`src/rtl/req_to_ahb_master.sv`:
```
// Valid/ready request stream to pipelined AHB-lite single transfers (address stage A, data stage D).
// Optional local alignment rejection is enabled with `define REQ_TO_AHB_ALIGN_CHECK_EN.
module req_to_ahb_master #(
  parameter int AW = 12
) (
  input  logic          HCLK,
  input  logic          HRESET,
  input  logic          req_valid,
  output logic          req_ready,
  input  logic          req_write,
  input  logic [AW-1:0] req_addr,
  input  logic [2:0]    req_size,
  input  logic [31:0]   req_wdata,
  output logic          rsp_valid,
  output logic [31:0]   rsp_rdata,
  output logic          rsp_err,
  output logic          HSEL,
  output logic [AW-1:0] HADDR,
  output logic [1:0]    HTRANS,
  output logic [2:0]    HSIZE,
  output logic          HWRITE,
  output logic [31:0]   HWDATA,
  input  logic          HREADY,
  input  logic [31:0]   HRDATA,
  input  logic          HRESP
);

  localparam logic [1:0] HTRANS_IDLE   = 2'b00;
  localparam logic [1:0] HTRANS_NONSEQ = 2'b10;

  logic          r_a_valid;
  logic          r_a_write;
  logic [AW-1:0] r_a_addr;
  logic [2:0]    r_a_size;
  logic [31:0]   r_a_wdata;
  logic          r_a_bad;

  logic          r_d_valid;
  logic          r_d_write;
  logic [31:0]   r_d_wdata;
  logic          r_d_bad;

  logic          r_rsp_valid;
  logic [31:0]   r_rsp_rdata;
  logic          r_rsp_err;

  logic          w_cancel;
  logic          w_accept;
  logic          w_req_bad;

`ifdef REQ_TO_AHB_ALIGN_CHECK_EN
  function automatic logic f_misaligned(input logic [1:0] addr_lo, input logic [2:0] size);
    logic bad;
    case (size)
      3'd0:    bad = 1'b0;
      3'd1:    bad = addr_lo[0];
      3'd2:    bad = (addr_lo != 2'b00);
      default: bad = 1'b1;
    endcase
    return bad;
  endfunction

  assign w_req_bad = f_misaligned(req_addr[1:0], req_size);
`else
  assign w_req_bad = 1'b0;
`endif

  // Cancel covers both cycles of a two-cycle ERROR response on a real transfer in D.
  assign w_cancel  = r_d_valid && !r_d_bad && HRESP;
  assign req_ready = !r_a_valid || (HREADY && !w_cancel);
  assign w_accept  = req_valid && req_ready;

  assign HSEL   = r_a_valid;
  assign HADDR  = r_a_addr;
  assign HSIZE  = r_a_size;
  assign HWRITE = r_a_write;
  assign HTRANS = (r_a_valid && !w_cancel && !r_a_bad) ? HTRANS_NONSEQ : HTRANS_IDLE;
  assign HWDATA = (r_d_valid && r_d_write) ? r_d_wdata : 32'h0000_0000;

  assign rsp_valid = r_rsp_valid;
  assign rsp_rdata = r_rsp_rdata;
  assign rsp_err   = r_rsp_err;

  // Address stage: load on handshake, drain when the address phase completes, retain on cancel.
  always_ff @(posedge HCLK) begin
    if (HRESET) begin
      r_a_valid <= 1'b0;
      r_a_write <= 1'b0;
      r_a_addr  <= '0;
      r_a_size  <= 3'd0;
      r_a_wdata <= 32'h0000_0000;
      r_a_bad   <= 1'b0;
    end else if (w_accept) begin
      r_a_valid <= 1'b1;
      r_a_write <= req_write;
      r_a_addr  <= req_addr;
      r_a_size  <= req_size;
      r_a_wdata <= req_wdata;
      r_a_bad   <= w_req_bad;
    end else if (HREADY && !w_cancel) begin
      r_a_valid <= 1'b0;
    end
  end

  // Data stage: advances only when the slave completes the current phase.
  always_ff @(posedge HCLK) begin
    if (HRESET) begin
      r_d_valid <= 1'b0;
      r_d_write <= 1'b0;
      r_d_wdata <= 32'h0000_0000;
      r_d_bad   <= 1'b0;
    end else if (HREADY) begin
      r_d_valid <= r_a_valid && !w_cancel;
      r_d_write <= r_a_write;
      r_d_wdata <= r_a_wdata;
      r_d_bad   <= r_a_bad;
    end
  end

  // Response pulse; locally rejected entries complete as errors with zero data.
  always_ff @(posedge HCLK) begin
    if (HRESET) begin
      r_rsp_valid <= 1'b0;
      r_rsp_rdata <= 32'h0000_0000;
      r_rsp_err   <= 1'b0;
    end else if (r_d_valid && HREADY) begin
      r_rsp_valid <= 1'b1;
      r_rsp_rdata <= (r_d_write || r_d_bad) ? 32'h0000_0000 : HRDATA;
      r_rsp_err   <= HRESP || r_d_bad;
    end else begin
      r_rsp_valid <= 1'b0;
      r_rsp_rdata <= 32'h0000_0000;
      r_rsp_err   <= 1'b0;
    end
  end

endmodule

```
`config.mk`:
```
export PLATFORM = sky130hd
export DESIGN_NAME = req_to_ahb_master
export DESIGN_NICKNAME = d
export VERILOG_FILES = /design/src/rtl/req_to_ahb_master.sv
export SDC_FILE = /design/constraint.sdc
export NUM_CORES = 1
export LEC_CHECK = 0
export BUFFER_PORTS_ARGS = -buffer_cell sky130_fd_sc_hd__buf_2
export CORE_AREA = 4 4 128 130
export DETAILED_ROUTE_END_ITERATION = 16
export DIE_AREA = 0 0 132 134
export GPL_ROUTABILITY_DRIVEN = 0
export PLACE_DENSITY = 0.61
export RECOVER_POWER = 100
export SETUP_SLACK_MARGIN = 0.2
export SYNTH_ARGS = -nofsm -noshare
export SYNTH_HDL_FRONTEND = slang
export SYNTH_SLANG_ARGS = --single-unit
```
`constraint.sdc`:
```
create_clock -name HCLK -period 1.8 [get_ports HCLK]
set_input_delay 0.18 -clock HCLK [delete_from_list [all_inputs] [get_ports HCLK]]
set_output_delay 0.18 -clock HCLK [all_outputs]
set_load 0.01 [all_outputs]
```
# == Word-level counts from Yosys, hierarchy flattened ==
# Index checks and enable logic that the tools add are counted.
# word_totals
ff_bits,117
elab_cells,29
out_inout_bits,86
# op_classes
reduce_logical,12
muxes,5
bitwise_logic,1
# ops
op,n
32-bit two-way mux,1
1-bit logical AND,6
1-bit two-way mux,3
3-bit OR reduction,1
1-bit zero test,2
2-bit two-way mux,1
2-bit nonzero test,1
2-bit OR reduction,1
1-bit logical OR,1
1-bit inverter,1

# == Logic depth before layout (Yosys ltp) ==
# Gate-level depths: netlist of the first run.
# logic_depth
depth_word,6
depth_mapped,6

# == Least setup slack after synthesis of the first run ==
# No wires, ideal clock.
# synth_timing
path_kind,in2reg
from,input port HREADY
to,register r_a_wdata[10]
n_path_buf,3
path_stages,6
t_required_ns,1.728
setup_ns,0.072
path_slack_ns,0.484
arrival_ns,1.244
cell_sequence,buf_4 -> a21bo_2 -> a21boi_2 -> buf_6 -> buf_6 -> mux2i_1
# synth_via
elab_chain_len,3
# synth_rtl
element,line,text
"start, declared",23,"input logic HREADY,"
1-bit logical AND,70,assign req_ready = !r_a_valid || (HREADY && !w_cancel);
1-bit logical OR,70,
1-bit logical AND,71,assign w_accept = req_valid && req_ready;
"end signal, assigned",98,r_a_wdata <= req_wdata;
"end, declared",35,logic [31:0] r_a_wdata;
# No other way between the ends.
# A chain may end at the register's enable or synchronous reset.

# == Worst setup path in the final report of the first run ==
# layout_timing
from,register r_d_valid
to,output port HTRANS[1]
# layout_via
elab_chain_len,4
# layout_rtl
element,line,text
"start, declared",38,logic r_d_valid;
"start signal, assigned",113,r_d_valid <= r_a_valid && !w_cancel;
1-bit logical AND,69,assign w_cancel = r_d_valid && !r_d_bad && HRESP;
1-bit zero test,77,assign HTRANS = (r_a_valid && !w_cancel && !r_a_bad) ? HTRANS_NONSEQ : HTRANS_IDLE;
1-bit logical AND,77,
2-bit two-way mux,77,
"end, declared",19,"output logic [1:0] HTRANS,"
# No other way between the ends.

==> out/metrics.yaml, run 1 <==
status: "complete, no violations"
drt_drc_violations_left: 0
hp-class: "input port to flip-flop"
rows: 45
finalMaxSlewViolations: 0
stdcell_count: 835
synth_top_area_share_pct: 51.77
synth_area_per_cell_um2: 10.35
ys_top_cells_by_count: "dfxtp_1 (117), nand2b_1 (96), mux2i_1 (82)"
port_buffers: 169
r2r_start: "r_d_valid"
clk_pin_slew_ns: 0.05
worstSkewPairLatency_ns: 0.42
routed_wirelength_um: 12150
syn_inst: 437
synth_ff_type: "dfxtp_1"
vias: 3648
setup_violations: 0
critPathCaptureType: "output pin"
routed_via_density: 4.369
multi_input_area_mm2: 0.002026
grt_pass1_vias: 3997
powerDensity_mw_per_mm2: 1061
grt_pass1_wl_um: 19890
synth_enable_flop_cells: 0
cts_made_buffers: 17
critical_path_arrival_ns: 1.42
crit_path_start_kind: "flip-flop"
crit_start: "r_d_valid"
hold_violations: 0
antenna_found_initial: 1
drtIter0Drc: 87
vdd_drop_max_mv: 0.8799
ff_latch_area_mm2: 0.002342
tightest_slew_ns: 1.233
fin_skew_ns: 0.01240
cp_max_fo: 15
timing.fmax_mhz: 624.8
clockRootBuffer: "clkbuf_16"
maxSlewHeadroom_pct: 17.79
tritoncts: "built"
die_area_mm2: 0.01769
synthToLayoutAreaGrowth_pct: 41.15
drive_gt1_share_pct: 19.47
n_fill_cell: 1480
fin_tns_setup_ns: 0
synth_fp_nets: 522
grt_max_degree: 45
leakage_uw: 0.002892
min_period_ns: 1.601
dr.pass1.iters: 4
dp_hpwl_um: 8197
initial_core_util_pct: 29.87
critical_path_class: "flip-flop to output pin"
async_reset_ff_share_pct: 0
cts_sinks: 117
finalCritPeriodShare_pct: 88.92
ys_ff_latch: 117
core-area_mm2: 0.01515
required_ns: 1.62
antennaDiodeCount: 0
post_cts_buffers: 0
synth_top_cell_by_area: "dfxtp_1"
die_x_um: 132
gr-total-overflow: 0
cts_htree_levels: 4
maxCapViolations: 0
netlist_area_mm2: 0.004524
yosysSeqAreaShare_pct: 51.77
synth.distinct_cells: 17
io_pins: 171
wl_per_cell_um: 14.54
yosysWarnings: 0
die_h_um: 134
dp_cells: 772
post-synth-top-count-cell: "dfxtp_1"
cts.path.max_buffers: 2
nNetsFinal: 721
grtUsageTotal_pct: 14.35
synthTopCellsByArea: "dfxtp_1 (52%), mux2i_1 (18%), nand2b_1 (13%)"
ant_nets: 0
hp-start: "req_wdata[10]"
rsz0062_at_grt: "false"
## flip-flops by register name, summed over array words and instances (netlist names)
register / flops
HSIZE: 3
r_d_valid: 1
rsp_valid: 1
r_d_wdata: 32
HWRITE: 1
HSEL: 1
HADDR: 12
r_d_write: 1
rsp_err: 1
rsp_rdata: 32
r_a_wdata: 32
## cells by family after synthesis
kind of cell	Yosys count	synth area share (%)
compound gates	4	0.7466
buf+inv	33	3.733
flops	117	51.77
mux	82	18.14
other cells	1	0.08289
simple gates	200	25.53
## report_power, final
| group | leakage, µW | switching, µW | internal, µW |
|---|---|---|---|
| clock | 0.000295 | 1140 | 2320 |
| combinational | 0.00164 | 259 | 296 |
| sequential | 0.000954 | 56.0 | 2700 |
## critical path, cell delays in order (launching register included)
cell      delay [ns]
dfxtp_1         0.33
buf_4           0.20
a21boi_1        0.28
buf_2           0.20
## layout by cell type, fill, tap and decap left out
cell type,count
a21oi_1,1
a21boi_4,1
nand2b_1,96
nor2_1,36
a21bo_1,1
clkbuf_8,1
nand2_1,2
clkbuf_2,2
mux2i_1,82
buf_4,7
clkinv_4,1
and2_1,22
dfxtp_1,117
clkinv_2,4
buf_6,1
nor3_2,1
a21boi_1,1
dlygate4sd3_1,33
conb_1,1
clkbuf_1,86
buf_12,2
clkinvlp_4,1
clkbuf_16,17
buf_2,84
bufinv_16,4
and3_1,32
and2_0,11
## what timing repair did
| action | 4_1_cts | 5_1_grt |
|---|---|---|
| resized for setup | 0 | 2 |
| hold buffers | 33 | 0 |
| endpoints found under the setup margin | 0 | 5 |
| endpoints found under the hold margin | 33 | 0 |
## worst paths after layout
| kind | to | slack (ns) | cells past startpoint |
|---|---|---|---|
| max | HTRANS[1] | 0.20 | 3 |
| min | r_a_wdata[10] | 0.02 | 3 |
| max reg2reg | rsp_rdata[21] | 0.23 | 5 |
| min reg2reg | HADDR[7] | 0.47 | 2 |
## stage by stage
step | total power (µW) | util, % | hold slack [ns] | setup WS, ns | area [µm²]
finish | 6774 | 42.16 | 0.02019 | 0.1995 | 6386
global route | 7063 | 42.16 | 0.01521 | 0.1091 | 6386
CTS | 6887 | 42.87 | 0.004041 | 0.2178 | 6492
detailed placement | 3324 | 36.70 | 0.3834 | 0.4162 | 5559
global placement | 3308 | 36.70 | 0.3813 | 0.4624 | 5559
floorplan | 3110 | - | 0.2974 | 0.4843 | 4524
## metal layers
layer | global-route usage [%] | share of wire, %
met1 | 16.09 | 42
met2 | 23.97 | 48
met3 | 6.677 | 9.0
met4 | 5.251 | 1.0
met5 | 0 | 0.16
## final cells by class
type / count / area share, %
Clock inverter: 10 / 2.449
Sequential cell: 117 / 36.68
Timing Repair Buffer: 213 / 18.48
Tap cell: 188 / 3.683
Multi-Input combinational cell: 287 / 31.72
Clock buffer: 20 / 6.995
No activity file was read; power rests on OpenSTA's default activity.
==> inputs of run 2 (changes only) <==
--- a/config.mk
+++ b/config.mk
@@ -12,7 +12,7 @@
 export GPL_ROUTABILITY_DRIVEN = 0
 export PLACE_DENSITY = 0.61
 export RECOVER_POWER = 100
-export SETUP_SLACK_MARGIN = 0.2
+export SETUP_SLACK_MARGIN = 0.1
 export SYNTH_ARGS = -nofsm -noshare
 export SYNTH_HDL_FRONTEND = slang
 export SYNTH_SLANG_ARGS = --single-unit
==> run 2 against run 1 <==
Cell count unchanged. Cell area decreased by 0.47%. Die area stayed put. Largest cell class unchanged.
==> out/metrics.yaml, run 2 (synthesis results as in run 1) <==
hp-start: "req_wdata[10]"  # unchanged
ff_latch_area_mm2: 0.002342  # unchanged
die_area_mm2: 0.01769  # unchanged
cts.path.max_buffers: 2  # unchanged
maxSlewHeadroom_pct: 18.35  # was 17.79%
finalMaxSlewViolations: 0  # unchanged
synthToLayoutAreaGrowth_pct: 40.49  # was 41.15%
leakage_uw: 0.002879  # was 0.002892 µW
p_sw_share_pct: 21.42  # about the same
status: "complete, no violations"  # unchanged
layout_common_cells: "dfxtp_1 (117), nand2b_1 (96), clkbuf_1 (87)"  # was dfxtp_1 (117), nand2b_1 (96), clkbuf_1 (86)
stdcell_area_mm2: 0.006356  # was 0.006386 mm²
die_x_um: 132  # unchanged
intPower_uw: 5315  # was 5323 µW
fin_tns_setup_ns: 0  # unchanged
powerDensity_mw_per_mm2: 1064  # was 1061 mW/mm²
critical_path_arrival_ns: 1.93  # was 1.42 ns
combPwrFrac_pct: 8.0  # was 8.2%
multi_input_area_mm2: 0.002026  # unchanged
drive_gt1_share_pct: 19.32  # was 19.47%
min_period_ns: 1.589  # was 1.601 ns
mostFrequentLayoutCell: "dfxtp_1"  # unchanged
reg2reg_to: "rsp_rdata[21]"  # unchanged
drtIter0Drc: 91  # was 87
post_cts_buffers: 0  # unchanged
critPathCaptureType: "flip-flop"  # was output pin
rrSetupSlack_ns: 0.21  # was 0.23 ns
grt_pass1_wl_um: 19890  # unchanged
tritoncts: "built"  # unchanged
antennaDiodeCount: 0  # unchanged
ff2ff_path_depth: 5  # unchanged
tightest_slew_ns: 1.225  # was 1.233 ns
dpl-instance-area_mm2: 0.005559  # unchanged
nNetsFinal: 721  # unchanged
r2r_start: "r_d_valid"  # unchanged
grtUsageTotal_pct: 14.35  # unchanged
hold_violations: 0  # unchanged
wl_per_cell_um: 14.48  # was 14.54 µm
cts_made_buffers: 17  # unchanged
p_sw_uw: 1449  # was 1451 µW
finalCritPeriodShare_pct: 88.28  # was 88.92%
antenna_found_initial: 1  # unchanged
die_h_um: 134  # unchanged
cts_sinks: 117  # unchanged
clockRootBuffer: "clkbuf_16"  # unchanged
crit_path_start_kind: "flip-flop"  # unchanged
initial_core_util_pct: 29.87  # unchanged
required_ns: 2.14  # was 1.62 ns
io_pins: 171  # unchanged
routed_wirelength_um: 12090  # was 12150 µm
ant_nets: 0  # unchanged
clockPowerShare_pct: 51.2  # was 51.1%
hp-class: "input port to flip-flop"  # unchanged
slowest_stage: "clkbuf_2"  # was dfxtp_1
stdcell_count: 835  # unchanged
critical_path_class: "flip-flop to flip-flop"  # was flip-flop to output pin
routed_via_density: 4.354  # was 4.369
grt_pass1_vias: 3997  # unchanged
core-area_mm2: 0.01515  # unchanged
dp_cells: 772  # unchanged
worstSkewPairLatency_ns: 0.41  # was 0.42 ns
rsz0062_at_grt: "false"  # unchanged
fin_skew_ns: 0.01193  # was 0.01240 ns
clk_pin_slew_ns: 0.05  # about the same
rows: 45  # unchanged
hold_path_depth: 3  # unchanged
timing.fmax_mhz: 629.3  # was 624.8 MHz
crit_chain: "buf_4 > nand2_1 > nor3_2 > clkbuf_2 > and2_1"  # was buf_4 > a21boi_1 > buf_2
min_to: "r_a_wdata[10]"  # unchanged
cp_slowest_stage_delay_ns: 0.42  # was 0.33 ns
cts_htree_levels: 4  # unchanged
cp_max_fo: 32  # was 15
gr-total-overflow: 0  # unchanged
maxCapViolations: 0  # unchanged
setup_violations: 0  # unchanged
n_fill_cell: 1481  # was 1480
dr.pass1.iters: 4  # unchanged
dp_hpwl_um: 8197  # unchanged
port_buffers: 169  # unchanged
drt_drc_violations_left: 0  # unchanged
cp_top_family: "buffers and inverters"  # unchanged
grt_max_degree: 45  # unchanged
critical_path_buf_inv_count: 2  # unchanged
vias: 3636  # was 3648
p_seq_share_pct: 40.8  # was 40.7%
vdd_drop_max_mv: 0.8799  # about the same
[run 2: cell count changes in the layout (fill, tap and decap cells not counted)]
cell and change:
and2_1 +1, and2_0 -1, buf_6 -1, clkbuf_4 +2
buf_4 +1, buf_12 -2, buf_2 -1, clkbuf_1 +1
[run 2: how the worst max path moves through the flow]
stage / slack, ns / startpoint / endpoint / cells after the start
final: 0.21 / r_d_valid / rsp_rdata[21] / 5
after floorplan: 0.48 / HREADY / r_a_wdata[10] / 6
after CTS: 0.22 / HSEL / HTRANS[1] / 2
after global placement: 0.46 / r_d_valid / rsp_rdata[23] / 5
after global routing: 0.08 / r_d_valid / rsp_rdata[7] / 5
after detailed placement: 0.42 / r_d_valid / rsp_rdata[21] / 5
[run 2: layer usage]
| layer | track usage [%] | vias up | part of all wire [%] |
|---|---|---|---|
| met5 | 0 | - | 0.058 |
| met4 | 5.251 | 2 | 0.93 |
| met3 | 6.677 | 12 | 9.0 |
| met2 | 23.97 | 132 | 48 |
| met1 | 16.09 | 1672 | 42 |
| li1 | - | 1818 | - |
[run 2: timing repair]
action                     in CTS  in global routing
hold endpoints to repair       33                  0
setup endpoints to repair       0                  0
hold buffers                   33                  0
gates resized for setup         0                  0
[run 2: worst min-delay path, stage by stage]
cell and delay [ns]:
buf_2 0.09, nand2b_1 0.06, mux2i_1 0.06
[run 2: power by group through the flow]
stage                     Combinational, µW  Clock, µW  Sequential, µW
final                                   544       3460            2760
after global routing                    609       3670            2770
after CTS                               569       3560            2760
after detailed placement                513          0            2810
after global placement                  503          0            2810
after floorplan                         295          0            2820
[run 2: area by class of cell]
class | instances | area share (%)
clock inverter | 10 | 2.461
timing repair buffer | 213 | 18.09
multi-input combinational | 287 | 31.87
sequential | 117 | 36.85
clock buffer | 20 | 7.028
tap | 188 | 3.701
[run 2: through the flow]
stage | setup WS [ns] | utilization, % | total power (µW) | hold slack [ns]
4_1_cts | 0.2178 | 42.87 | 6887 | 0.004041
3_5_place_dp | 0.4162 | 36.70 | 3324 | 0.3834
3_3_place_gp | 0.4624 | 36.70 | 3308 | 0.3813
6_report | 0.2110 | 41.97 | 6764 | 0.02145
2_1_floorplan | 0.4843 | - | 3110 | 0.2974
5_1_grt | 0.07813 | 41.97 | 7052 | 0.01530
==> inputs of run 3 (changes only) <==
==> config.mk (replaced) <==
export PLATFORM = sky130hd
export DESIGN_NAME = req_to_ahb_master
export DESIGN_NICKNAME = d
export VERILOG_FILES = /design/src/rtl/req_to_ahb_master.sv
export SDC_FILE = /design/constraint.sdc
export NUM_CORES = 1
export LEC_CHECK = 0
export BUFFER_PORTS_ARGS = -buffer_cell sky130_fd_sc_hd__buf_4
export CORE_AREA = 4 4 106 108
export DETAILED_ROUTE_END_ITERATION = 16
export DIE_AREA = 0 0 110 112
export GPL_ROUTABILITY_DRIVEN = 0
export PLACE_DENSITY = 0.81
export SETUP_SLACK_MARGIN = 0.1
export SYNTH_ARGS = -nofsm -noshare
export SYNTH_HDL_FRONTEND = slang
export SYNTH_SLANG_ARGS = --single-unit
==> run 3 against run 2 <==
Clock-buffer cell count decreased by 1. Wire length increased by 6.6%. Critical path type is now flip-flop to output pin. Power decreased by 2.1%. Sequential cell count did not move. Global-route usage up 6.7 points. Non-clock buffer count grew 48. Largest cell class unchanged. Clock power shrank 9.5%. Critical path depth decreased by 2. Cell count shrank 0.24%. Largest power group unchanged. Via count up 8.7%. Sequential share of layout area is 4.9 points lower.
==> out/metrics.yaml, run 3 (synthesis results as in run 1) <==
status: "complete, no violations"  # unchanged
grtUsageTotal_pct: 21.04  # was 14.35%
timing.fmax_mhz: 619.7  # was 629.3 MHz
p_sw_uw: 1559  # was 1449 µW
total_power_uw: 6623  # was 6764 µW
gr-total-overflow: 0  # unchanged
cts_made_buffers: 17  # unchanged
worstSkewPairLatency_ns: 0.51  # was 0.41 ns
cp_max_fo: 35  # was 32
cts_sinks: 117  # unchanged
ff2ff_path_depth: 4  # was 5
hold_violations: 0  # unchanged
critical_path_arrival_ns: 1.43  # was 1.93 ns
crit_path_start_kind: "flip-flop"  # unchanged
clk_pin_slew_ns: 0.06  # was 0.05 ns
tritoncts: "built"  # unchanged
vias: 3953  # was 3636
required_ns: 1.62  # was 2.14 ns
routed_via_density: 4.745  # was 4.354
grt_pass1_wl_um: 20130  # was 19890 µm
antennaDiodeCount: 0  # unchanged
min_period_ns: 1.614  # was 1.589 ns
intPower_uw: 5063  # was 5315 µW
dp_hpwl_um: 7682  # was 8197 µm
cts_htree_levels: 4  # unchanged
fin_tns_setup_ns: 0  # unchanged
critical_path_class: "flip-flop to output pin"  # was flip-flop to flip-flop
antenna_found_initial: 0  # was 1
synthToLayoutAreaGrowth_pct: 62.03  # was 40.49%
die_h_um: 112  # was 134 µm
grt_max_degree: 47  # was 45
dpl-instance-area_mm2: 0.005932  # was 0.005559 mm²
r2r_start: "r_d_valid"  # unchanged
powerDensity_mw_per_mm2: 903.4  # was 1064 mW/mm²
layout_common_cells: "buf_4 (173), dfxtp_1 (116), nand2b_1 (96)"  # was dfxtp_1 (117), nand2b_1 (96), clkbuf_1 (87)
port_buffers: 169  # unchanged
post-route-util_pct: 71.65  # was 41.97%
grt_pass1_vias: 4104  # was 3997
vdd_drop_max_mv: 0.5036  # was 0.8799 mV
leakage_uw: 0.003513  # was 0.002879 µW
p_sw_share_pct: 23.55  # was 21.42%
rsz0062_at_grt: "false"  # unchanged
clockPowerShare_pct: 47.2  # was 51.2%
hp-class: "input port to flip-flop"  # unchanged
n_fill_cell: 684  # was 1481
die_x_um: 110  # was 132 µm
p_seq_share_pct: 41.7  # was 40.8%
dr.pass1.iters: 4  # unchanged
die_area_mm2: 0.01232  # was 0.01769 mm²
dp_cells: 719  # was 772
combPwrFrac_pct: 11.0  # was 8.0%
rows: 37  # was 45
drtIter0Drc: 117  # was 91
stdcell_count: 833  # was 835
stdcell_area_mm2: 0.007331  # was 0.006356 mm²
finalMaxSlewViolations: 0  # unchanged
routed_wirelength_um: 12880  # was 12090 µm
reg2reg_to: "HADDR[4]"  # was rsp_rdata[21]
ant_nets: 0  # unchanged
initial_core_util_pct: 44.22  # was 29.87%
setup_violations: 0  # unchanged
nNetsFinal: 769  # was 721
drt_drc_violations_left: 0  # unchanged
critPathCaptureType: "output pin"  # was flip-flop
finalCritPeriodShare_pct: 89.66  # was 88.28%
rrSetupSlack_ns: 0.44  # was 0.21 ns
mostFrequentLayoutCell: "buf_4"  # was dfxtp_1
core-area_mm2: 0.01023  # was 0.01515 mm²
maxCapViolations: 0  # unchanged
worstSetupEndpoint: "HWDATA[18]"  # was rsp_rdata[21]
io_pins: 171  # unchanged
crit_start: "r_d_valid"  # unchanged
cts.path.max_buffers: 2  # unchanged
wl_per_cell_um: 15.47  # was 14.48 µm
fin_skew_ns: 0.008244  # was 0.01193 ns
clockRootBuffer: "clkbuf_8"  # was clkbuf_16
drive_gt1_share_pct: 30.85  # was 19.32%
post_cts_buffers: 0  # unchanged
-- run 3: stage by stage --
stage	hold slack [ns]	setup WS, ns
3_3_place_gp	0.3817	0.4395
6_report	0.08911	0.1862
4_1_cts	0.07118	0.1023
3_5_place_dp	0.3837	0.3938
2_1_floorplan	0.2974	0.4843
5_1_grt	0.08797	0.1005
-- run 3: layout make-up --
type                    instances  area (µm²)  share of cell area [%]
flip-flops and latches        117        2344                   31.97
repair buffers                261        2226                   30.36
multi-input cells             287        2026                   27.63
clock buffers                  19       441.7                   6.025
well taps                     136       170.2                   2.321
clock inverters                13       123.9                   1.690
-- run 3: worst min path at each step --
stage / from / end / slack, ns / depth (start not counted)
2_1_floorplan: req_valid / HSEL / 0.30 / 2
3_3_place_gp: HRDATA[13] / rsp_rdata[13] / 0.38 / 2
3_5_place_dp: HRDATA[12] / rsp_rdata[12] / 0.38 / 2
4_1_cts: HRESET / r_d_wdata[13] / 0.07 / 2
5_1_grt: HRESET / r_d_wdata[18] / 0.09 / 2
6_report: HRESET / r_d_wdata[16] / 0.09 / 2
-- run 3: power by group through the flow --
stage / logic [µW] / clock network [µW] / registers [µW]
after floorplan: 295 / 0 / 2820
after global placement: 559 / 0 / 2810
after detailed placement: 577 / 0 / 2810
after CTS: 721 / 3170 / 2760
after global routing: 791 / 3310 / 2770
final: 731 / 3130 / 2760
-- run 3: routing by layer --
| metal | GRT usage [%] | up-vias | routed length [µm] |
|---|---|---|---|
| li1 | - | 1924 | - |
| met1 | 25.05 | 1860 | 5435 |
| met2 | 33.09 | 153 | 6020 |
| met3 | 9.507 | 16 | 1223 |
| met4 | 7.731 | 0 | 205 |
| met5 | 0 | - | 0 |
-- run 3: timing repair --
action                                  CTS  global route
resized for setup                         0             4
endpoints found under the setup margin    0            33
hold buffers                             82             0
endpoints found under the hold margin    82             0
-- run 3: worst max-delay path: stages (launching register included) --
cell     delay (ns)
dfxtp_1        0.37
buf_8          0.21
and3_1         0.21
buf_4          0.13
